[src/rtl/axil_wb_master.sv]
// rtl/axil_wb_master.sv - AXI4-Lite slave to Wishbone classic master bridge
// One transaction in flight; a Wishbone ack that never arrives becomes SLVERR after TIMEOUT cycles.
module axil_wb_master #(
    parameter int          pADDR_WIDTH = 12,
    parameter int          pDATA_WIDTH = 32,
    parameter logic [31:0] WB_BASE     = 32'h3000_0000,
    parameter int          TIMEOUT     = 255
) (
    input  logic                   clk,
    input  logic                   rst_n,
    input  logic                   awvalid,
    output logic                   awready,
    input  logic [pADDR_WIDTH-1:0] awaddr,
    input  logic                   wvalid,
    output logic                   wready,
    input  logic [pDATA_WIDTH-1:0] wdata,
    input  logic [3:0]             wstrb,
    output logic                   bvalid,
    input  logic                   bready,
    output logic [1:0]             bresp,
    input  logic                   arvalid,
    output logic                   arready,
    input  logic [pADDR_WIDTH-1:0] araddr,
    output logic                   rvalid,
    input  logic                   rready,
    output logic [pDATA_WIDTH-1:0] rdata,
    output logic [1:0]             rresp,
    output logic                   wbm_cyc_o,
    output logic                   wbm_stb_o,
    output logic                   wbm_we_o,
    output logic [3:0]             wbm_sel_o,
    output logic [31:0]            wbm_adr_o,
    output logic [pDATA_WIDTH-1:0] wbm_dat_o,
    input  logic [pDATA_WIDTH-1:0] wbm_dat_i,
    input  logic                   wbm_ack_i,
    output logic                   busy
);

    typedef enum logic [2:0] {IDLE, WB_WR, WB_RD, B_RESP, R_RESP} state_t;

    localparam logic [1:0] RESP_OKAY   = 2'b00;
    localparam logic [1:0] RESP_SLVERR = 2'b10;
    localparam logic [9:0] CNT_LAST    = 10'(TIMEOUT - 1);

    state_t                 r_state, w_state_nxt;
    logic                   r_aw_got, w_aw_got_nxt;
    logic                   r_w_got, w_w_got_nxt;
    logic [pADDR_WIDTH-1:0] r_addr, w_addr_nxt;
    logic [pDATA_WIDTH-1:0] r_wdata, w_wdata_nxt;
    logic [3:0]             r_wstrb, w_wstrb_nxt;
    logic [9:0]             r_cnt, w_cnt_nxt;
    logic                   r_cyc, w_cyc_nxt;
    logic                   r_we, w_we_nxt;
    logic [3:0]             r_sel, w_sel_nxt;
    logic [31:0]            r_adr, w_adr_nxt;
    logic [pDATA_WIDTH-1:0] r_dat, w_dat_nxt;
    logic                   r_bvalid, w_bvalid_nxt;
    logic [1:0]             r_bresp, w_bresp_nxt;
    logic                   r_rvalid, w_rvalid_nxt;
    logic [1:0]             r_rresp, w_rresp_nxt;
    logic [pDATA_WIDTH-1:0] r_rdata, w_rdata_nxt;

    logic w_idle, w_aw_hs, w_w_hs, w_ar_hs, w_have_aw, w_have_w, w_done;

    function automatic logic [31:0] wb_addr(input logic [pADDR_WIDTH-1:0] a);
        return WB_BASE + {{(32-pADDR_WIDTH){1'b0}}, a};
    endfunction

    // Readies are held low while reset is asserted so nothing is accepted then.
    assign w_idle  = (r_state == IDLE);
    assign awready = rst_n && w_idle && !r_aw_got;
    assign wready  = rst_n && w_idle && !r_w_got;
    assign arready = rst_n && w_idle && !r_aw_got && !r_w_got && !awvalid && !wvalid;

    assign w_aw_hs   = awvalid && awready;
    assign w_w_hs    = wvalid && wready;
    assign w_ar_hs   = arvalid && arready;
    assign w_have_aw = r_aw_got || w_aw_hs;
    assign w_have_w  = r_w_got || w_w_hs;
    assign w_done    = wbm_ack_i || (r_cnt == CNT_LAST);

    always_ff @(posedge clk or negedge rst_n) begin
        if (!rst_n) begin
            r_state  <= IDLE;
            r_aw_got <= 1'b0;
            r_w_got  <= 1'b0;
            r_addr   <= '0;
            r_wdata  <= '0;
            r_wstrb  <= '0;
            r_cnt    <= '0;
            r_cyc    <= 1'b0;
            r_we     <= 1'b0;
            r_sel    <= '0;
            r_adr    <= '0;
            r_dat    <= '0;
            r_bvalid <= 1'b0;
            r_bresp  <= '0;
            r_rvalid <= 1'b0;
            r_rresp  <= '0;
            r_rdata  <= '0;
        end else begin
            r_state  <= w_state_nxt;
            r_aw_got <= w_aw_got_nxt;
            r_w_got  <= w_w_got_nxt;
            r_addr   <= w_addr_nxt;
            r_wdata  <= w_wdata_nxt;
            r_wstrb  <= w_wstrb_nxt;
            r_cnt    <= w_cnt_nxt;
            r_cyc    <= w_cyc_nxt;
            r_we     <= w_we_nxt;
            r_sel    <= w_sel_nxt;
            r_adr    <= w_adr_nxt;
            r_dat    <= w_dat_nxt;
            r_bvalid <= w_bvalid_nxt;
            r_bresp  <= w_bresp_nxt;
            r_rvalid <= w_rvalid_nxt;
            r_rresp  <= w_rresp_nxt;
            r_rdata  <= w_rdata_nxt;
        end
    end

    always_comb begin
        w_state_nxt  = r_state;
        w_aw_got_nxt = r_aw_got;
        w_w_got_nxt  = r_w_got;
        w_addr_nxt   = r_addr;
        w_wdata_nxt  = r_wdata;
        w_wstrb_nxt  = r_wstrb;
        w_cnt_nxt    = r_cnt;
        w_cyc_nxt    = r_cyc;
        w_we_nxt     = r_we;
        w_sel_nxt    = r_sel;
        w_adr_nxt    = r_adr;
        w_dat_nxt    = r_dat;
        w_bvalid_nxt = r_bvalid;
        w_bresp_nxt  = r_bresp;
        w_rvalid_nxt = r_rvalid;
        w_rresp_nxt  = r_rresp;
        w_rdata_nxt  = r_rdata;
        case (r_state)
            IDLE: begin
                if (w_aw_hs) begin
                    w_aw_got_nxt = 1'b1;
                    w_addr_nxt   = awaddr;
                end
                if (w_w_hs) begin
                    w_w_got_nxt = 1'b1;
                    w_wdata_nxt = wdata;
                    w_wstrb_nxt = wstrb;
                end
                // Same-cycle handshakes bypass the capture registers.
                if (w_have_aw && w_have_w) begin
                    w_state_nxt  = WB_WR;
                    w_aw_got_nxt = 1'b0;
                    w_w_got_nxt  = 1'b0;
                    w_cnt_nxt    = '0;
                    w_cyc_nxt    = 1'b1;
                    w_we_nxt     = 1'b1;
                    w_sel_nxt    = w_w_hs ? wstrb : r_wstrb;
                    w_dat_nxt    = w_w_hs ? wdata : r_wdata;
                    w_adr_nxt    = wb_addr(w_aw_hs ? awaddr : r_addr);
                end else if (w_ar_hs) begin
                    w_state_nxt = WB_RD;
                    w_cnt_nxt   = '0;
                    w_cyc_nxt   = 1'b1;
                    w_we_nxt    = 1'b0;
                    w_sel_nxt   = 4'hF;
                    w_adr_nxt   = wb_addr(araddr);
                end
            end
            WB_WR, WB_RD: begin
                if (w_done) begin
                    w_cyc_nxt = 1'b0;
                    w_we_nxt  = 1'b0;
                    w_cnt_nxt = '0;
                    if (r_state == WB_WR) begin
                        w_state_nxt  = B_RESP;
                        w_bvalid_nxt = 1'b1;
                        w_bresp_nxt  = wbm_ack_i ? RESP_OKAY : RESP_SLVERR;
                    end else begin
                        w_state_nxt  = R_RESP;
                        w_rvalid_nxt = 1'b1;
                        w_rresp_nxt  = wbm_ack_i ? RESP_OKAY : RESP_SLVERR;
                        w_rdata_nxt  = wbm_ack_i ? wbm_dat_i : '0;
                    end
                end else begin
                    w_cnt_nxt = r_cnt + 10'd1;
                end
            end
            B_RESP: begin
                if (bready) begin
                    w_bvalid_nxt = 1'b0;
                    w_state_nxt  = IDLE;
                end
            end
            R_RESP: begin
                if (rready) begin
                    w_rvalid_nxt = 1'b0;
                    w_state_nxt  = IDLE;
                end
            end
            default: w_state_nxt = IDLE;
        endcase
    end

    assign bvalid    = r_bvalid;
    assign bresp     = r_bresp;
    assign rvalid    = r_rvalid;
    assign rresp     = r_rresp;
    assign rdata     = r_rdata;
    assign wbm_cyc_o = r_cyc;
    assign wbm_stb_o = r_cyc;
    assign wbm_we_o  = r_we;
    assign wbm_sel_o = r_sel;
    assign wbm_adr_o = r_adr;
    assign wbm_dat_o = r_dat;
    assign busy      = !w_idle;

endmodule

[config.mk]
export PLATFORM = sky130hd
export DESIGN_NAME = axil_wb_master
export DESIGN_NICKNAME = d
export VERILOG_FILES = /design/src/rtl/axil_wb_master.sv
export SDC_FILE = /design/constraint.sdc
export NUM_CORES = 1
export LEC_CHECK = 0
export ABC_AREA = 0
export BUFFER_PORTS_ARGS = -buffer_cell sky130_fd_sc_hd__buf_2
export CAP_MARGIN = 25
export CELL_PAD_IN_SITES_DETAIL_PLACEMENT = 1
export CELL_PAD_IN_SITES_GLOBAL_PLACEMENT = 2
export CORE_ASPECT_RATIO = 1.1
export CORE_MARGIN = 1
export CORE_UTILIZATION = 36
export DETAILED_ROUTE_END_ITERATION = 16
export MAX_ROUTING_LAYER = met4
export PLACE_DENSITY = 0.9
export SYNTH_ARGS = -nofsm -noshare
export SYNTH_HDL_FRONTEND = slang
export SYNTH_SLANG_ARGS = --single-unit
[constraint.sdc]
create_clock -name clk -period 5.76 [get_ports clk]
set_clock_uncertainty 0.05 [all_clocks]
set_input_delay 0 -clock clk [delete_from_list [all_inputs] [get_ports clk]]
set_output_delay 0 -clock clk [all_outputs]
set_load 0.02 [all_outputs]
# Word level (Yosys, flattened, before mapping)
# Cells that the tools add are included.
totals:
  register_bits: 171
op_classes:
  n_addsub: 3
  eq_ne: 11
  mux: 39
  bitwise_logic: 1
  reduce_logical: 37
op_table:
  columns: ["operator", "n"]
  rows:
  - ["$mux W32", 4]
  - ["$add A30 B12 Y31 const A", 2]
  - ["$mux W10", 3]
  - ["$pmux W10 S2", 1]
  - ["$mux W3", 6]
  - ["$mux W1", 15]
  - ["$mux W12", 1]
  - ["$mux W4", 3]
  - ["$pmux W3 S4", 1]
  - ["$reduce_and A4 Y1", 3]
  - ["$reduce_bool A2 Y1", 6]
  - ["$add A10 B1 Y10 const B", 1]
  - ["$eq A10 B8 Y1 const B", 1]
  - ["$logic_and A1 B1 Y1", 10]
  - ["$ne A2 B2 Y1 const B", 5]
  - ["$reduce_and A2 Y1", 5]
  - ["$reduce_and A3 Y1", 3]
  - ["$pmux W1 S2", 4]
  - ["$eq A3 B2 Y1 const B", 2]
  - ["$logic_not A1 Y1", 5]
  - ["$eq A3 B1 Y1 const B", 1]
  - ["$eq A3 B3 Y1 const B", 1]
  - ["$logic_not A3 Y1", 1]
  - ["$logic_or A1 B1 Y1", 3]
  - ["4 further kinds", 4]

# Depth between registers and ports, before layout
# Gate-level depths: netlist of run 1.
depth:
  word_depth: 10
  ltp_mapped: 7
  ltp_nobuf: 5

# Worst setup path after synthesis of run 1
# No wires, ideal clock.
synth_timing:
  path_type: "flip-flop to flip-flop"
  startpoint: "register r_state[1]"
  endpoint: "register r_dat[12] (netlist: wbm_dat_o[12])"
  setup_time_ns: 0.125
  arrival_ns: 1.875
  t_required_ns: 5.585
  path_slack_ns: 3.710
  path_stages_with_launch: 8
  n_path_buf: 3
  synth_period_minus_slack_ns: 2.050
  path_cell_list: "dfrtp_1 buf_6 nor4b_4 nand3b_2 buf_6 buf_8 mux2_4 mux2_4"
synth_between:
  elab_chain_len: 7
synth_rtl:
  columns: ["item", "line_no", "rtl"]
  rows:
  - ["from (decl)", "45", "state_t r_state, w_state_nxt;"]
  - ["from (signal assigned)", "102", "r_state <= w_state_nxt;"]
  - ["$logic_not A3 Y1 *", "70, 140", null]
  - ["$logic_and A1 B1 Y1", "71, 72", null]
  - ["$logic_and A1 B1 Y1 (on tied branches)", "71, 72", null]
  - ["$logic_and A1 B1 Y1 (on tied branches)", "75, 76", null]
  - ["$logic_or A1 B1 Y1 (on tied branches)", "78, 79", null]
  - ["$logic_and A1 B1 Y1", "152", "if (w_have_aw && w_have_w) begin"]
  - ["$reduce_and A2 Y1 (no line)", null, null]
  - ["to (signal assigned)", "113", "r_dat <= w_dat_nxt;"]
  - ["to (decl)", "56", "logic [pDATA_WIDTH-1:0] r_dat, w_dat_nxt;"]
# Every way passes the cells marked *; elsewhere a longest branch is shown, timed or not.
# A chain may end at the register's enable or synchronous reset.

# Worst setup path in the final report of run 1
layout_timing:
  startpoint: "input rst_n"
  endpoint: "register r_adr[1] (netlist: wbm_adr_o[1])"
layout_between:
  elab_chain_len: 8
layout_rtl:
  columns: ["item", "line_no", "rtl"]
  rows:
  - ["from (decl)", "10", "input logic rst_n,"]
  - ["$logic_and A1 B1 Y1 *", "71, 72, 73", null]
  - ["parallel branches: the longest is 7 deep, another holds $add A30 B12 Y31", null, null]
  - ["to (signal assigned)", "112", "r_adr <= w_adr_nxt;"]
  - ["to (decl)", "55", "logic [31:0] r_adr, w_adr_nxt;"]
# Mark *: on every way between the ends.

==> results of run 1 <==
cells by family after synthesis:
| logic type | Yosys count | share of synthesized area (%) |
|---|---|---|
| adder cells (fa/ha/maj) | 2 | 0.377 |
| XOR/XNOR | 2 | 0.264 |
| other | 1 | 0.0565 |
| AO/OA/AOI/OAI | 137 | 15.2 |
| multiplexers | 69 | 14.6 |
| AND/OR/NAND/NOR | 73 | 6.84 |
| flip-flops | 150 | 56.5 |
| buffers and inverters | 68 | 6.10 |
critical path: cells and delay by family:
family / cells / cell delay (ps)
AOI/OAI and AO/OA: 2 / 590
and+or+nand+nor: 2 / 890
buffers and inverters: 3 / 1590
metrics by stage:
| step | hold WS [ps] | std cells | utilization [%] | area, sq um |
|---|---|---|---|---|
| 2_1_floorplan | -346 | 521 | - | 6710 |
| 3_3_place_gp | -114 | 902 | 43.0 | 7670 |
| 3_5_place_dp | -103 | 903 | 43.1 | 7700 |
| 4_1_cts | 7.21 | 1030 | 51.7 | 9230 |
| 5_1_grt | 54.6 | 1031 | 51.8 | 9260 |
| 6_report | 21.7 | 1031 | 51.8 | 9260 |
cells in the mapped netlist (all sizes together), types with 2 or more instances:
| cell | n | area, sq um |
|---|---|---|
| dfrtp | 150 | 3750 |
| mux2 | 69 | 972 |
| buf | 36 | 285 |
| a22o | 32 | 280 |
| clkbuf | 21 | 78.8 |
| a21oi | 19 | 95.1 |
| o21ai | 16 | 80.1 |
| a21o | 15 | 113 |
| and3 | 14 | 87.6 |
| a2111oi | 13 | 114 |
| o31ai | 13 | 97.6 |
| nor2 | 12 | 45.0 |
| inv | 11 | 41.3 |
| nand3 | 11 | 55.1 |
| nand2b | 7 | 43.8 |
| a31oi | 6 | 37.5 |
| nor3 | 6 | 41.3 |
| o221ai | 6 | 52.6 |
| o22a | 6 | 52.6 |
| nand4 | 5 | 31.3 |
| nand2 | 4 | 15.0 |
| a2bb2oi | 3 | 26.3 |
| o22ai | 3 | 18.8 |
| and4 | 2 | 17.5 |
| ha | 2 | 25.0 |
| nand3b | 2 | 18.8 |
| or2 | 2 | 12.5 |
| or3 | 2 | 17.5 |
| xnor2 | 2 | 17.5 |
power groups by stage:
stage	clock network, uW	logic (uW)	registers, uW
CTS	1100	2130	1830
finish	1080	2180	1860
global placement	0	1970	1800
detailed placement	0	2050	1840
floorplan	0	1160	2080
global route	1140	2330	1910
metal layers:
metal / share of wire (%) / vias up / wire length [microns]
met5: 0 / - / 0
met4: 2.1 / 0 / 435
met3: 4.9 / 33 / 1030
met2: 52 / 200 / 11000
met1: 41 / 2689 / 8690
li1: - / 2372 / -
what timing repair did:
action	in CTS	in global routing
endpoints found under the setup margin	0	0
hold buffers	96	0
gates resized for setup	0	0
hold endpoints to repair	176	0
area by class of cell:
cell class,instances,share of cell area (%)
inverter,11,0.446
timing repair buffer,298,22.1
multi-input combinational,303,27.6
tap,238,3.22
clock inverter,14,1.54
sequential,150,40.5
clock buffer,17,4.59
flip-flops by register name (all words and copies together) (netlist names), 3 cells and up:
signal     flops
r_addr        12
r_cnt         10
r_state        3
r_wdata       32
r_wstrb        4
rdata         32
wbm_adr_o     13
wbm_dat_o     32
wbm_sel_o      4
worst max path at each step:
stage                    start  depth (start not counted)            end  slack (ps)
global placement    r_state[1]                          5   wbm_adr_o[5]        3110
detailed placement       rst_n                          6   wbm_adr_o[1]        2980
floorplan           r_state[1]                          7  wbm_dat_o[12]        3710
global route             rst_n                          7   wbm_adr_o[3]        2590
CTS                      rst_n                          7   wbm_adr_o[1]        2850
finish                   rst_n                          7   wbm_adr_o[1]        2900
==> results.yml, run 1 <==
global_routing:
  grt_pass1_vias: 5712
  grt_usage_pct: 23.6
  grtUsageMet3_pct: 4.59
  grt_pass1_wl_microns: 33300
  grt_util_met2_pct: 40.5
  grt_max_degree: 61
  antenna_found_initial: 0
  busiest_layer: "met2"
  met1_usage_pct: 27.9
  gr-total-overflow: 0
sta:
  final.period_utilization_pct: 49.7
  slew_headroom_pct: 34.4
  setup_slack_ps: 2900
  setup_viol: 0
  hold_viol: 0
  fmax_ghz: 0.350
  slew_viol_final: 0
  tightest_slew_ps: 983
  finalCriticalPeriod_ps: 2860
  rsz0062_at_grt: "false"
  setup_tns_ps: 0
place:
  dp_hpwl_microns: 12600
  port_buffers: 192
  pre_cts_slack_ps: 2980
  gp_congestion: 0.808
logic_synthesis:
  syn_area_sq_um: 6640
  netlist_instances: 502
  avgSynthCellArea_sq_um: 13.2
  synth_edf_count: 0
  yosysUniqueCellTypes: 48
  synthArstFlopShare_pct: 100
  ys_ff_latch: 150
  ys.flop_type: "dfrtp_1"
  ys_seq_area_share_pct: 56.5
  ys_warn_count: 0
setup_path:
  required_ps: 6020
  cp_max_fo: 60
  worst_r2r_path_depth: 5
  path_class: "in2reg"
  crit_path_cell_trace: "dlygate4sd3_1 > buf_6 > buf_4 > a21oi_1 > or2_1 > or2_1 > o31ai_1"
  critPathMaxStageDelay_ps: 680
  arrival_ps: 3120
  cp-end-kind: "flop"
  critPathLaunchType: "input pin"
  crit_path_frequent_cell: "or2_1"
  regToRegSetupSlack_ps: 2940
  rr_startpoint: "r_state[1]"
  slowest_stage: "buf_4"
  r2r-end: "wbm_adr_o[5]"
floorplanning:
  chipWidth_microns: 132
  ioPinCount: 213
  core_sq_um: 17900
  die_y_microns: 144
  fp-row-count: 51
  die-area_sq_um: 19000
  start_util_pct: 37.2
cells_and_area:
  fillers: 1918
  mostFrequentLayoutCell: "buf_2"
  areaGrowthSynthToFinish_pct: 39.4
  nets: 883
  layout.area.seq_sq_um: 3750
  final_cell_mix: "191 x buf_2, 150 x dfrtp_1, 96 x dlygate4sd3_1"
  antenna_cells: 0
  multi_input_comb_area_sq_um: 2550
  drive_gt1_share_pct: 38.8
job:
  maxCapViolations: 0
pwr:
  clock_power_share_pct: 21.1
  ir_drop_v: 0.000250
  power_density_nw_per_um2: 552
  internal_power_uw: 3100
  leakagePower_uw: 0.00455
  p_sw_uw: 2020
  switching_share_pct: 39.5
  comb_power_share_pct: 42.6
  p_seq_share_pct: 36.4
  p_total_uw: 5110
route:
  drt-pass1-iter-count: 4
  ant_nets: 0
  drtIter0Drc: 183
  num_vias: 5294
  totalWireLength_microns: 21100
  vias_per_cell: 5.13
  avgRoutedWirePerCell_microns: 20.5
  drc: 0
cts:
  cts_tree: "yes"
  cts_buffer_depth: 2
  cts_root_buffer: "clkbuf_16"
  ctsHtreeMaxLevel: 4
  clock_latency_ps: 420
  cts.reportedPaths.clkPinSlew_ps: 70
  cts_inserted_buffers: 17
  cts_setup_buffers: 0
  cts_sinks: 150
status:
  status: "finished, final reports clean"
worst_hold_path:
  hp-class: "in2async"
(Power assumes the default switching activity.)
==> run 2, diff against run 1 <==
CORE_UTILIZATION = 30   (was 36)
PLACE_DENSITY = 0.8   (was 0.9)
clock period = 2.6 ns   (was 5.76 ns; I/O delays follow)
==> run 2 against run 1 <==
Against the previous run:
- sequential share of layout area shrank 0.51 points
- largest cell class unchanged
- highest routed layer unchanged
- global-route usage decreased by 5.5 points
- flip-flop and latch count stayed put
- sequential power increased by 120%
- critical endpoint is now wbm_adr_o[9]
==> results.yml, run 2 (synthesized netlist as in run 1, its figures left out) <==
route:
  num_vias: 5209
  avgRoutedWirePerCell_microns: 17.8
  totalWireLength_microns: 19400
  drtIter0Drc: 172
  drt-pass1-iter-count: 4
  vias_per_cell: 4.78
  ant_nets: 0
  drc: 0
cells_and_area:
  fillers: 2325
  antenna_cells: 0
  areaGrowthSynthToFinish_pct: 41.2
  layout.area.seq_sq_um: 3750
  nets: 889
  final_cell_mix: "191 x buf_2, 150 x dfrtp_1, 96 x dlygate4sd3_1"
  multi_input_comb_area_sq_um: 2560
  mostFrequentLayoutCell: "buf_2"
  instances_no_fill: 1089
  drive_gt1_share_pct: 39.0
setup_path:
  rr_startpoint: "r_state[0]"
  r2r-end: "wbm_adr_o[9]"
  critPathLaunchType: "flop"
  cp-end-kind: "flop"
  required_ps: 2830
  path_class: "reg2reg"
  crit_start: "r_state[0]"
  cp_max_fo: 18
  regToRegSetupSlack_ps: 100
  arrival_ps: 2730
  worst_r2r_path_depth: 5
floorplanning:
  start_util_pct: 30.9
  ioPinCount: 213
  core_sq_um: 21500
  die-area_sq_um: 22700
  chipWidth_microns: 144
  die_y_microns: 158
  fp-row-count: 56
sta:
  fmax_ghz: 0.400
  hold_viol: 0
  rsz0062_at_grt: "true"
  finalCriticalPeriod_ps: 2500
  slew_headroom_pct: 34.4
  setup_slack_ps: 98.1
  slew_viol_final: 0
  final.period_utilization_pct: 96.2
  setup_tns_ps: 0
  tightest_slew_ps: 984
  setup_viol: 0
place:
  gp_congestion: 0.804
  dp_hpwl_microns: 12800
  numPlacedInstances: 961
  pre_cts_slack_ps: 154
  port_buffers: 192
global_routing:
  grt_pass1_vias: 5778
  grt_usage_pct: 18.0
  grt_pass1_wl_microns: 31100
  antenna_found_initial: 0
  grt_util_met2_pct: 31.2
  grtUsageMet3_pct: 3.66
  gr-total-overflow: 0
  grt_max_degree: 86
  met1_usage_pct: 20.9
  busiest_layer: "met2"
pwr:
  leakagePower_uw: 0.00458
  power_density_nw_per_um2: 1200
  ir_drop_v: 0.000405
cts:
  cts_root_buffer: "clkbuf_16"
  cts_buffer_depth: 2
  clock_latency_ps: 410
  cts_sinks: 150
  cts_inserted_buffers: 17
  cts_setup_buffers: 0
  cts_tree: "yes"
  cts.reportedPaths.clkPinSlew_ps: 60
  ctsHtreeMaxLevel: 4
job:
  maxCapViolations: 0
worst_hold_path:
  hp-class: "in2async"
status:
  status: "finished, final reports clean"
[run 2: cell count changes in the layout (fill, tap and decap cells not counted), moves of 2 or more]
cell | previous run | this run
buf_4 | 8 | 14
clkbuf_1 | 0 | 2
clkbuf_8 | 0 | 2
clkinvlp_4 | 5 | 3
inv_6 | 5 | 2
inv_8 | 2 | 0
[run 2: cell type report]
class                           instances  share of cell area [%]
Clock buffer                           21                    4.91
Clock inverter                         10                    1.31
Inverter                               11                   0.440
Multi-Input combinational cell        303                    27.3
Sequential cell                       150                    40.0
Tap cell                              290                    3.87
Timing Repair Buffer                  304                    22.2
[run 2: power by group]
part	total [uW]	switching (uW)	internal [uW]
Combinational	4760	2600	2160
Sequential	4030	643	3390
Clock	2440	971	1470
Total	11200	4210	7020
[run 2: worst max-delay path by stage]
stage	depth (start not counted)	end
4_1_cts	5	wbm_adr_o[6]
3_3_place_gp	5	wbm_adr_o[9]
6_report	5	wbm_adr_o[9]
2_1_floorplan	7	wbm_dat_o[12]
3_5_place_dp	5	wbm_adr_o[6]
5_1_grt	5	wbm_adr_o[6]
[run 2: per-layer routing]
layer	share of wire (%)	wire [microns]
met1	41	7980
met2	52	10200
met3	4.6	901
met4	1.7	339
met5	0	0
[run 2: through the flow]
stage          hold WS, ps  utilization, %  total power (uW)  instance area [sq um]
2_1_floorplan         -346               -              7170                   6710
3_3_place_gp          -178            36.3              8440                   7800
3_5_place_dp          -174            36.3              8700                   7800
4_1_cts               2.15            43.5             11300                   9350
5_1_grt               40.5            43.6             11900                   9380
6_report              27.9            43.6             11200                   9380
[run 2: what timing repair did]
item	CTS	global route
hold buffers	96	0
endpoints found under the hold margin	197	0
setup endpoints to repair	0	8
gates resized for setup	0	1
[run 2: critical path: stages (launching register included)]
cell	delay (ps)
dfrtp_1	540
nor4b_4	370
buf_4	270
nand2_1	310
a2111oi_0	680
o31ai_1	140
